## src/rtl/mbtrain_sb_responder.sv

```systemverilog
`default_nettype none
// +-----------------------------------------------------------------------------+
// | mbtrain_sb_responder: MBTRAIN RX sideband start/cal/end responder, N rounds |
// | Revision: 1.0                                                               |
// +-----------------------------------------------------------------------------+
module mbtrain_sb_responder #(
  parameter int               MSG_W          = 4,
  parameter logic [MSG_W-1:0] START_REQ      = 4'b0001,
  parameter logic [MSG_W-1:0] START_RESP     = 4'b0010,
  parameter logic [MSG_W-1:0] END_REQ        = 4'b0011,
  parameter logic [MSG_W-1:0] END_RESP       = 4'b0100,
  parameter int               CAL_CYCLES     = 8,
  parameter int               TIMEOUT_CYCLES = 4096,
  parameter int               N_ITER         = 1
) (
  input  logic                          clk,
  input  logic                          rst,
  input  logic                          i_en,
  input  logic [MSG_W-1:0]              i_decoded_sideband_message,
  input  logic                          i_sideband_valid,
  input  logic                          i_cal_done,
  input  logic                          i_busy_negedge_detected,
  input  logic                          i_valid_tx,
  output logic [MSG_W-1:0]              o_sideband_message,
  output logic                          o_valid_rx,
  output logic                          o_cal_en,
  output logic [$clog2(N_ITER+1)-1:0]   o_iter,
  output logic                          o_test_ack,
  output logic                          o_timeout
);

  localparam int ITER_W  = $clog2(N_ITER + 1);
  localparam int CNT_MAX = (TIMEOUT_CYCLES > CAL_CYCLES) ? TIMEOUT_CYCLES : CAL_CYCLES;
  localparam int CNT_W   = $clog2(CNT_MAX + 1);

  localparam logic [CNT_W-1:0]  CNT_SAT   = {CNT_W{1'b1}};
  localparam logic [CNT_W-1:0]  CAL_LAST  = CNT_W'(CAL_CYCLES - 1);
  localparam logic [CNT_W-1:0]  TMO_LAST  = CNT_W'(TIMEOUT_CYCLES - 1);
  localparam logic [ITER_W-1:0] ITER_LAST = ITER_W'(N_ITER - 1);

  typedef enum logic [2:0] {
    S_IDLE       = 3'd0,
    S_WAIT_START = 3'd1,
    S_SEND_START = 3'd2,
    S_CAL        = 3'd3,
    S_WAIT_END   = 3'd4,
    S_SEND_END   = 3'd5,
    S_DONE       = 3'd6,
    S_ERROR      = 3'd7
  } state_t;

  state_t           state;
  state_t           state_nxt;
  logic [CNT_W-1:0] cnt;
  logic             start_seen;
  logic             end_seen;
  logic             early_end;
  logic             pending;
  logic             handshake;

  assign handshake = o_valid_rx & i_busy_negedge_detected;
  assign o_cal_en  = (state == S_CAL);

  always_comb begin
    state_nxt = state;
    if (!i_en) begin
      state_nxt = S_IDLE;
    end else begin
      case (state)
        S_IDLE:       state_nxt = S_WAIT_START;
        S_WAIT_START: begin
          // a request landing on the last timeout cycle still wins
          if (start_seen)            state_nxt = S_SEND_START;
          else if (cnt == TMO_LAST)  state_nxt = S_ERROR;
        end
        S_SEND_START: if (handshake) state_nxt = S_CAL;
        S_CAL:        if (i_cal_done || cnt == CAL_LAST) state_nxt = S_WAIT_END;
        S_WAIT_END: begin
          if (early_end || end_seen) state_nxt = S_SEND_END;
          else if (cnt == TMO_LAST)  state_nxt = S_ERROR;
        end
        S_SEND_END: begin
          if (handshake) state_nxt = (o_iter == ITER_LAST) ? S_DONE : S_WAIT_START;
        end
        default:      state_nxt = state;
      endcase
    end
  end

  always_ff @(posedge clk) begin
    if (rst) begin
      state              <= S_IDLE;
      cnt                <= '0;
      start_seen         <= 1'b0;
      end_seen           <= 1'b0;
      early_end          <= 1'b0;
      pending            <= 1'b0;
      o_valid_rx         <= 1'b0;
      o_sideband_message <= '0;
      o_iter             <= '0;
      o_test_ack         <= 1'b0;
      o_timeout          <= 1'b0;
    end else begin
      state      <= state_nxt;
      start_seen <= i_sideband_valid && (i_decoded_sideband_message == START_REQ);
      end_seen   <= i_sideband_valid && (i_decoded_sideband_message == END_REQ);

      if (state_nxt != state) cnt <= '0;
      else if (cnt != CNT_SAT) cnt <= cnt + CNT_W'(1);

      if (!i_en) begin
        early_end          <= 1'b0;
        pending            <= 1'b0;
        o_valid_rx         <= 1'b0;
        o_sideband_message <= '0;
        o_iter             <= '0;
        o_test_ack         <= 1'b0;
        o_timeout          <= 1'b0;
      end else begin
        // busy negedge closes the transfer and beats a new rise
        if (handshake) begin
          o_valid_rx <= 1'b0;
          pending    <= 1'b0;
        end else if (pending && !i_valid_tx) begin
          o_valid_rx <= 1'b1;
        end

        case (state)
          S_IDLE: begin
            early_end          <= 1'b0;
            o_sideband_message <= '0;
            o_iter             <= '0;
            o_test_ack         <= 1'b0;
            o_timeout          <= 1'b0;
          end
          S_CAL:      if (end_seen) early_end <= 1'b1;
          S_WAIT_END: early_end <= 1'b0;
          S_SEND_END: if (handshake) o_iter <= o_iter + ITER_W'(1);
          default:    ;
        endcase

        if (state_nxt != state) begin
          case (state_nxt)
            S_SEND_START: begin
              o_sideband_message <= START_RESP;
              pending            <= 1'b1;
            end
            S_SEND_END: begin
              o_sideband_message <= END_RESP;
              pending            <= 1'b1;
            end
            S_DONE: begin
              o_test_ack         <= 1'b1;
              o_sideband_message <= '0;
            end
            S_ERROR: begin
              o_timeout          <= 1'b1;
              o_sideband_message <= '0;
            end
            default: ;
          endcase
        end
      end
    end
  end

endmodule
`default_nettype wire
```

## config.mk

```make
export PLATFORM = sky130hd
export DESIGN_NAME = mbtrain_sb_responder
export DESIGN_NICKNAME = d
export VERILOG_FILES = /design/src/rtl/mbtrain_sb_responder.sv
export SDC_FILE = /design/constraint.sdc
export NUM_CORES = 1
export LEC_CHECK = 0
export ABC_AREA = 1
export CAP_MARGIN = 40
export CORE_MARGIN = 10
export CORE_UTILIZATION = 50
export CTS_BUF_LIST = sky130_fd_sc_hd__clkbuf_16
export CTS_CLUSTER_SIZE = 24
export DETAILED_ROUTE_END_ITERATION = 7
export PLACE_DENSITY = 0.75
export SYNTH_ARGS = -nofsm -noshare
export SYNTH_HDL_FRONTEND = slang
export SYNTH_SLANG_ARGS = --single-unit
```

## constraint.sdc

```tcl
create_clock -name clk -period 1.8 [get_ports clk]
set_clock_uncertainty 0.1 [all_clocks]
set_input_delay 0.27 -clock clk [delete_from_list [all_inputs] [get_ports clk]]
set_output_delay 0.27 -clock clk [all_outputs]
set_load 0.03 [all_outputs]
```

# --- Word-level counts from Yosys, hierarchy flattened ---
# Index checks and enable logic that the tools add are counted.
word_totals:
  ff_bits: 28
  inputBits: 11
  out_inout_bits: 9
  elab_cells: 74
classes:
  n_addsub: 2
  eq_ne: 17
  muxes: 25
  bitwise: 2
  reduce_logical: 17
op_table:
  columns: ["cell", "count"]
  rows:
  - ["$mux 3", 8]
  - ["$pmux 3 s6", 1]
  - ["$eq 3x3->1 const B", 5]
  - ["$add 13x1->13 const B", 1]
  - ["$eq 13x12->1 const B", 1]
  - ["$eq 13x3->1 const B", 1]
  - ["$ne 13x13->1 const B", 1]
  - ["$pmux 4 s3", 1]
  - ["$mux 1", 11]
  - ["$reduce_or 2->1", 5]
  - ["$eq 3x2->1 const B", 3]
  - ["$mux 4", 2]
  - ["$eq 4x1->1 const B", 1]
  - ["$eq 4x2->1 const B", 1]
  - ["$pmux 1 s2", 2]
  - ["$reduce_and 2->1", 2]
  - ["$reduce_bool 2->1", 2]
  - ["$eq 3x1->1 const B", 1]
  - ["$logic_and 1x1->1", 3]
  - ["$logic_not 3->1", 1]
  - ["$ne 3x3->1", 1]
  - ["$reduce_or 3->1", 1]
  - ["$logic_or 1x1->1", 2]
  - ["$ne 2x1->1 const B", 1]
  - ["5 further kinds", 5]

# --- Logic depth before layout (Yosys ltp) ---
logic_depth:
  word_depth: 9
  mapped_depth: 17
  ltp_nobuf: 16

# --- Least setup slack after synthesis ---
# No wires, ideal clock.
synth_path:
  kind: "reg2reg"
  start: "register cnt[0]"
  end: "register cnt[11]"
  setup_ns: 0.121
  arrival_ns: 1.749
  t_required_ns: 1.579
  path_slack_ns: -0.170
  stages_incl_launch_ff: 13
  path_buffers: 0
  period_less_slack_ns: 1.970
  cell_sequence: "dfxtp_1 -> ha_1 -> nand3_2 -> nor2_8 -> nand2_1 -> nor2_2 -> nor2_1 -> nand3_1 -> nor2_1 -> nand2_1 -> nor2_1 -> xnor2_1 -> nor2_4"
synth_between:
  elab_chain_len: 7
  elab_cells_between_ends: 13
  cone_classes: "add/sub (1); eq/ne (4); mux (6); reduce/logical (2)"
synth_lines:
  columns: ["item", "line", "source"]
  rows:
  - ["start, declared", "54", "logic [CNT_W-1:0] cnt;"]
  - ["start signal, assigned", "109", "else if (cnt != CNT_SAT) cnt <= cnt + CNT_W'(1);"]
  - ["$eq 13x12->1 or $eq 13x3->1 (tied branches)", "74, 80, 77", null]
  - ["$mux 3 or $logic_or 1x1->1 (tied branches)", "74, 80, 77", null]
  - ["$mux 3 (on tied branches)", "79, 73, 77", null]
  - ["$pmux 3 s6", "69", "case (state)"]
  - ["$mux 3", "66", "if (!i_en) begin"]
  - ["$ne 3x3->1", "108", "if (state_nxt != state) cnt <= '0;"]
  - ["$reduce_or 2->1 (no source line)", null, null]
# Several ways; a longest one is shown, not always the timed one.
# A chain may end at the register's enable or synchronous reset.

# --- Worst setup path in the final report ---
layout_path:
  start: "register cnt[0]"
  end: "register cnt[2]"
# The elaborated chain is that of the path after synthesis.

==> impl_metrics.yaml <==
cells_and_area:
  flip_flop_count_of_the_largest_register_after_layout: 13
  layout.cells.most_common: "buf_4"
  end_of_flow_core_utilization_pct: 79.8
  finish.net_count: 322
  multi_input_gate_area_in_the_final_layout_um2: 1240
  top_register: "cnt"
  final_cells: 355
  design_area_um2: 2660
  num_antenna_cells: 0
  areaGrowthSynthToFinish_pct: 55.1
  filler_cell_count: 208
  drive_gt1_share_pct: 48.5
  sequential_cell_area_um2: 574
  mostFrequentLayoutCells: "45 x buf_4, 39 x nand2_1, 28 x nor2_1, 21 x dfxtp_1, 19 x inv_1"
  largestRegisters: "cnt: 13 flops, o_sideband_message: 4 flops, state: 3 flops"
die:
  coreArea_um2: 3340
  die_x_um: 78.6
  floorplan.die_area_um2: 6180
  die_h_um: 78.6
  io_pins: 20
  row_count: 21
  start_util_pct: 51.4
place:
  port_buffers: 19
  placed_cell_area_um2: 2380
  placement.setup.worst_slack_ps: -385
  dp.final_hpwl_um: 3300
  gp_congestion: 0.868
  dpl.cell_count: 349
grt:
  initial_antenna_violation_count: 0
  grt_start_max_net_pins: 16
  gr-usage-met1_pct: 17.2
  grt_pass1_vias: 1722
  gr-total-overflow: 0
  grt.met2_usage_pct: 26.4
  grt_util_all_layers_pct: 14.9
  grt-busiest-layer: "met2"
  global_route_wire_length_before_repair_um: 7630
  use_met3_pct: 2.62
worst_setup_path:
  crit_fanout: 6
  worst_path_max_delay_cell: "dfxtp_4"
  buf_inv_stages_crit_path: 1
  worstPathArrival_ps: 2070
  crit_path_max_incr_delay_ps: 370
  worstSetupPathType: "flip-flop to flip-flop"
  worst_setup_path_start_kind: "flip-flop"
  end_kind: "flip-flop"
  worst_path_dominant_cell_family: "simple AND/OR/NAND/NOR gates"
  worstPathCellList: "ha_4 > nand3_2 > nor2_1 > nand2_1 > nand3_2 > nand2_2 > nor2_4 > nand2_4 > nand2_4 > nand2_2 > nand2_2 > nor2_4 > nand2_4 > buf_12 > nor2_4"
  cp.required_ps: 1850
power_and_ir_drop:
  p_total_mw: 1.38
  p_sw_share_pct: 24.8
  share_of_total_power_in_sequential_cells_pct: 46.3
  power_frac_clock_pct: 36.8
  power-per-cell-area_nw_per_um2: 517
  power.combinational.fraction_pct: 16.9
  p_leak_nw: 1.20
  power_switching_mw: 0.341
  ir_drop_v: 0.000325
  p_int_mw: 1.03
yosys:
  post_synth_main_area_contributors: "dfxtp_1 33%, nand2_1 12%, nor2_1 7.9%"
  post-synth-top-area-cell: "dfxtp_1"
  yosysUniqueCellTypes: 32
  dominantRegCellSynth: "dfxtp_1"
  mappedNetlistNets: 250
  synth_area_um2: 1720
  synthesis.instances: 238
  synth_area_per_cell_um2: 7.21
  number_of_register_bits_inferred_by_synthesis: 28
  yosysTopAreaCellShare_pct: 32.7
  synth_edf_count: 0
  share_of_async_settable_or_async_resettable_flops_after_synthesis_pct: 0
  synth.yosys.seq_area_share_pct: 32.7
  synthesis.yosys.warnings: 0
cts:
  cts-buffers-inserted: 3
  clock_h_tree_levels: 1
  cts-root-buf: "clkbuf_16"
  cts_tree: "yes"
  cts_hold_repair.buffers: 0
  cts.sinks: 28
  clock_path_buffers: 2
  clkLatencyLatePin_ps: 260
  clk_transition_reported_paths_ps: 60
sta:
  maxClockFrequency_mhz: 496
  setup_viol: 20
  fin_worst_hold_slack_ps: 357
  drv_slew: 0
  max-slew-margin-rel_pct: 76.6
  setup_repair_after_global_routing_missed_its_margin: "true"
  tightestPinTransition_ps: 347
  postLayoutSetupSlackWorst_ps: -217
  fin_tns_setup_ps: -3570
  final_period_minus_worst_setup_slack_ps: 2020
  period_share_pct: 112
  timing.final.hold_violations: 0
detailed_routing:
  via_count: 1786
  drtPass1Iterations: 4
  route.detailed.vias_per_inst: 5.03
  first_iter_violations: 80
  drt.antenna.violating_nets: 0
  drt-total-wl_um: 4960
  routed_wire_length_per_instance_um: 14.0
  route.detailed.drc: 0
flow_run:
  cap_viol_max_count: 0
worst_hold_path:
  worstHoldPathType: "flip-flop to flip-flop"
run_status:
  violations: "negative setup slack"
  run_status: "complete, but fails checks"
-- repair_timing --
| item | 4_1_cts | 5_1_grt |
|---|---|---|
| setup buffers | 1 | 1 |
| resized for setup | 19 | 34 |
| pin swaps | 15 | 19 |
| endpoints found under the setup margin | 20 | 20 |
| endpoints found under the hold margin | 0 | 0 |
-- cells by family after synthesis --
logic type / share of synthesized area (%)
adders and majority gates: 0.729
AOI/OAI and AO/OA: 4.88
muxes: 0.656
and+or+nand+nor: 48.4
DFF: 32.7
xor gates and xnor gates: 5.10
buffers and inverters: 7.58
-- worst register-to-register path: cells and delay by family, from the launching register on --
| family | cells | cell delay [ps] |
|---|---|---|
| simple gates | 13 | 1140 |
| fa+ha+maj | 1 | 160 |
| buf+inv | 1 | 150 |
| flops | 1 | 370 |
-- final timing paths --
| kind | endpoint | slack (ps) | start | depth (start not counted) |
|---|---|---|---|---|
| hold / removal | early_end$_SDFFE_PP0P_ | 360 | end_seen$_SDFF_PP0_ | 2 |
| setup reg to reg | cnt[2]$_SDFFE_PP0P_ | -220 | cnt[0]$_SDFFE_PP0P_ | 15 |
| hold reg to reg | early_end$_SDFFE_PP0P_ | 360 | end_seen$_SDFF_PP0_ | 2 |
| setup / recovery | cnt[2]$_SDFFE_PP0P_ | -220 | cnt[0]$_SDFFE_PP0P_ | 15 |
-- Yosys cell counts, types with 2 or more instances --
cell type,n
dfxtp_1,28
inv_1,19
o21ai_0,3
nor2_2,6
nand3_1,19
o21ai_1,2
nor2_4,12
nand3_2,3
nor2_1,36
nor3_2,2
nand2_2,8
nand2_4,5
xor2_1,5
nand2_1,55
xnor2_1,5
inv_2,9
nand4_1,3
a21oi_1,4
-- power by group through the flow --
stage	logic (mW)	registers, mW	clock network, mW
2_1_floorplan	0.105	0.652	0
3_3_place_gp	0.190	0.649	0
3_5_place_dp	0.195	0.651	0
4_1_cts	0.213	0.637	0.510
5_1_grt	0.246	0.637	0.537
6_report	0.232	0.637	0.506
-- per-layer routing --
metal | vias up | share of wire [%]
met3 | 13 | 3.2
met4 | 0 | 2.0
li1 | 893 | -
met2 | 32 | 52
met1 | 848 | 43
met5 | - | 0
-- cell type report --
type,count,area share [%]
clock buffer,3,2.82
timing repair buffer,69,22.7
clock inverter,1,0.141
tap,46,2.16
multi-input combinational,180,46.6
sequential,28,21.6
inverter,28,4.04
(Power assumes the default switching activity.)
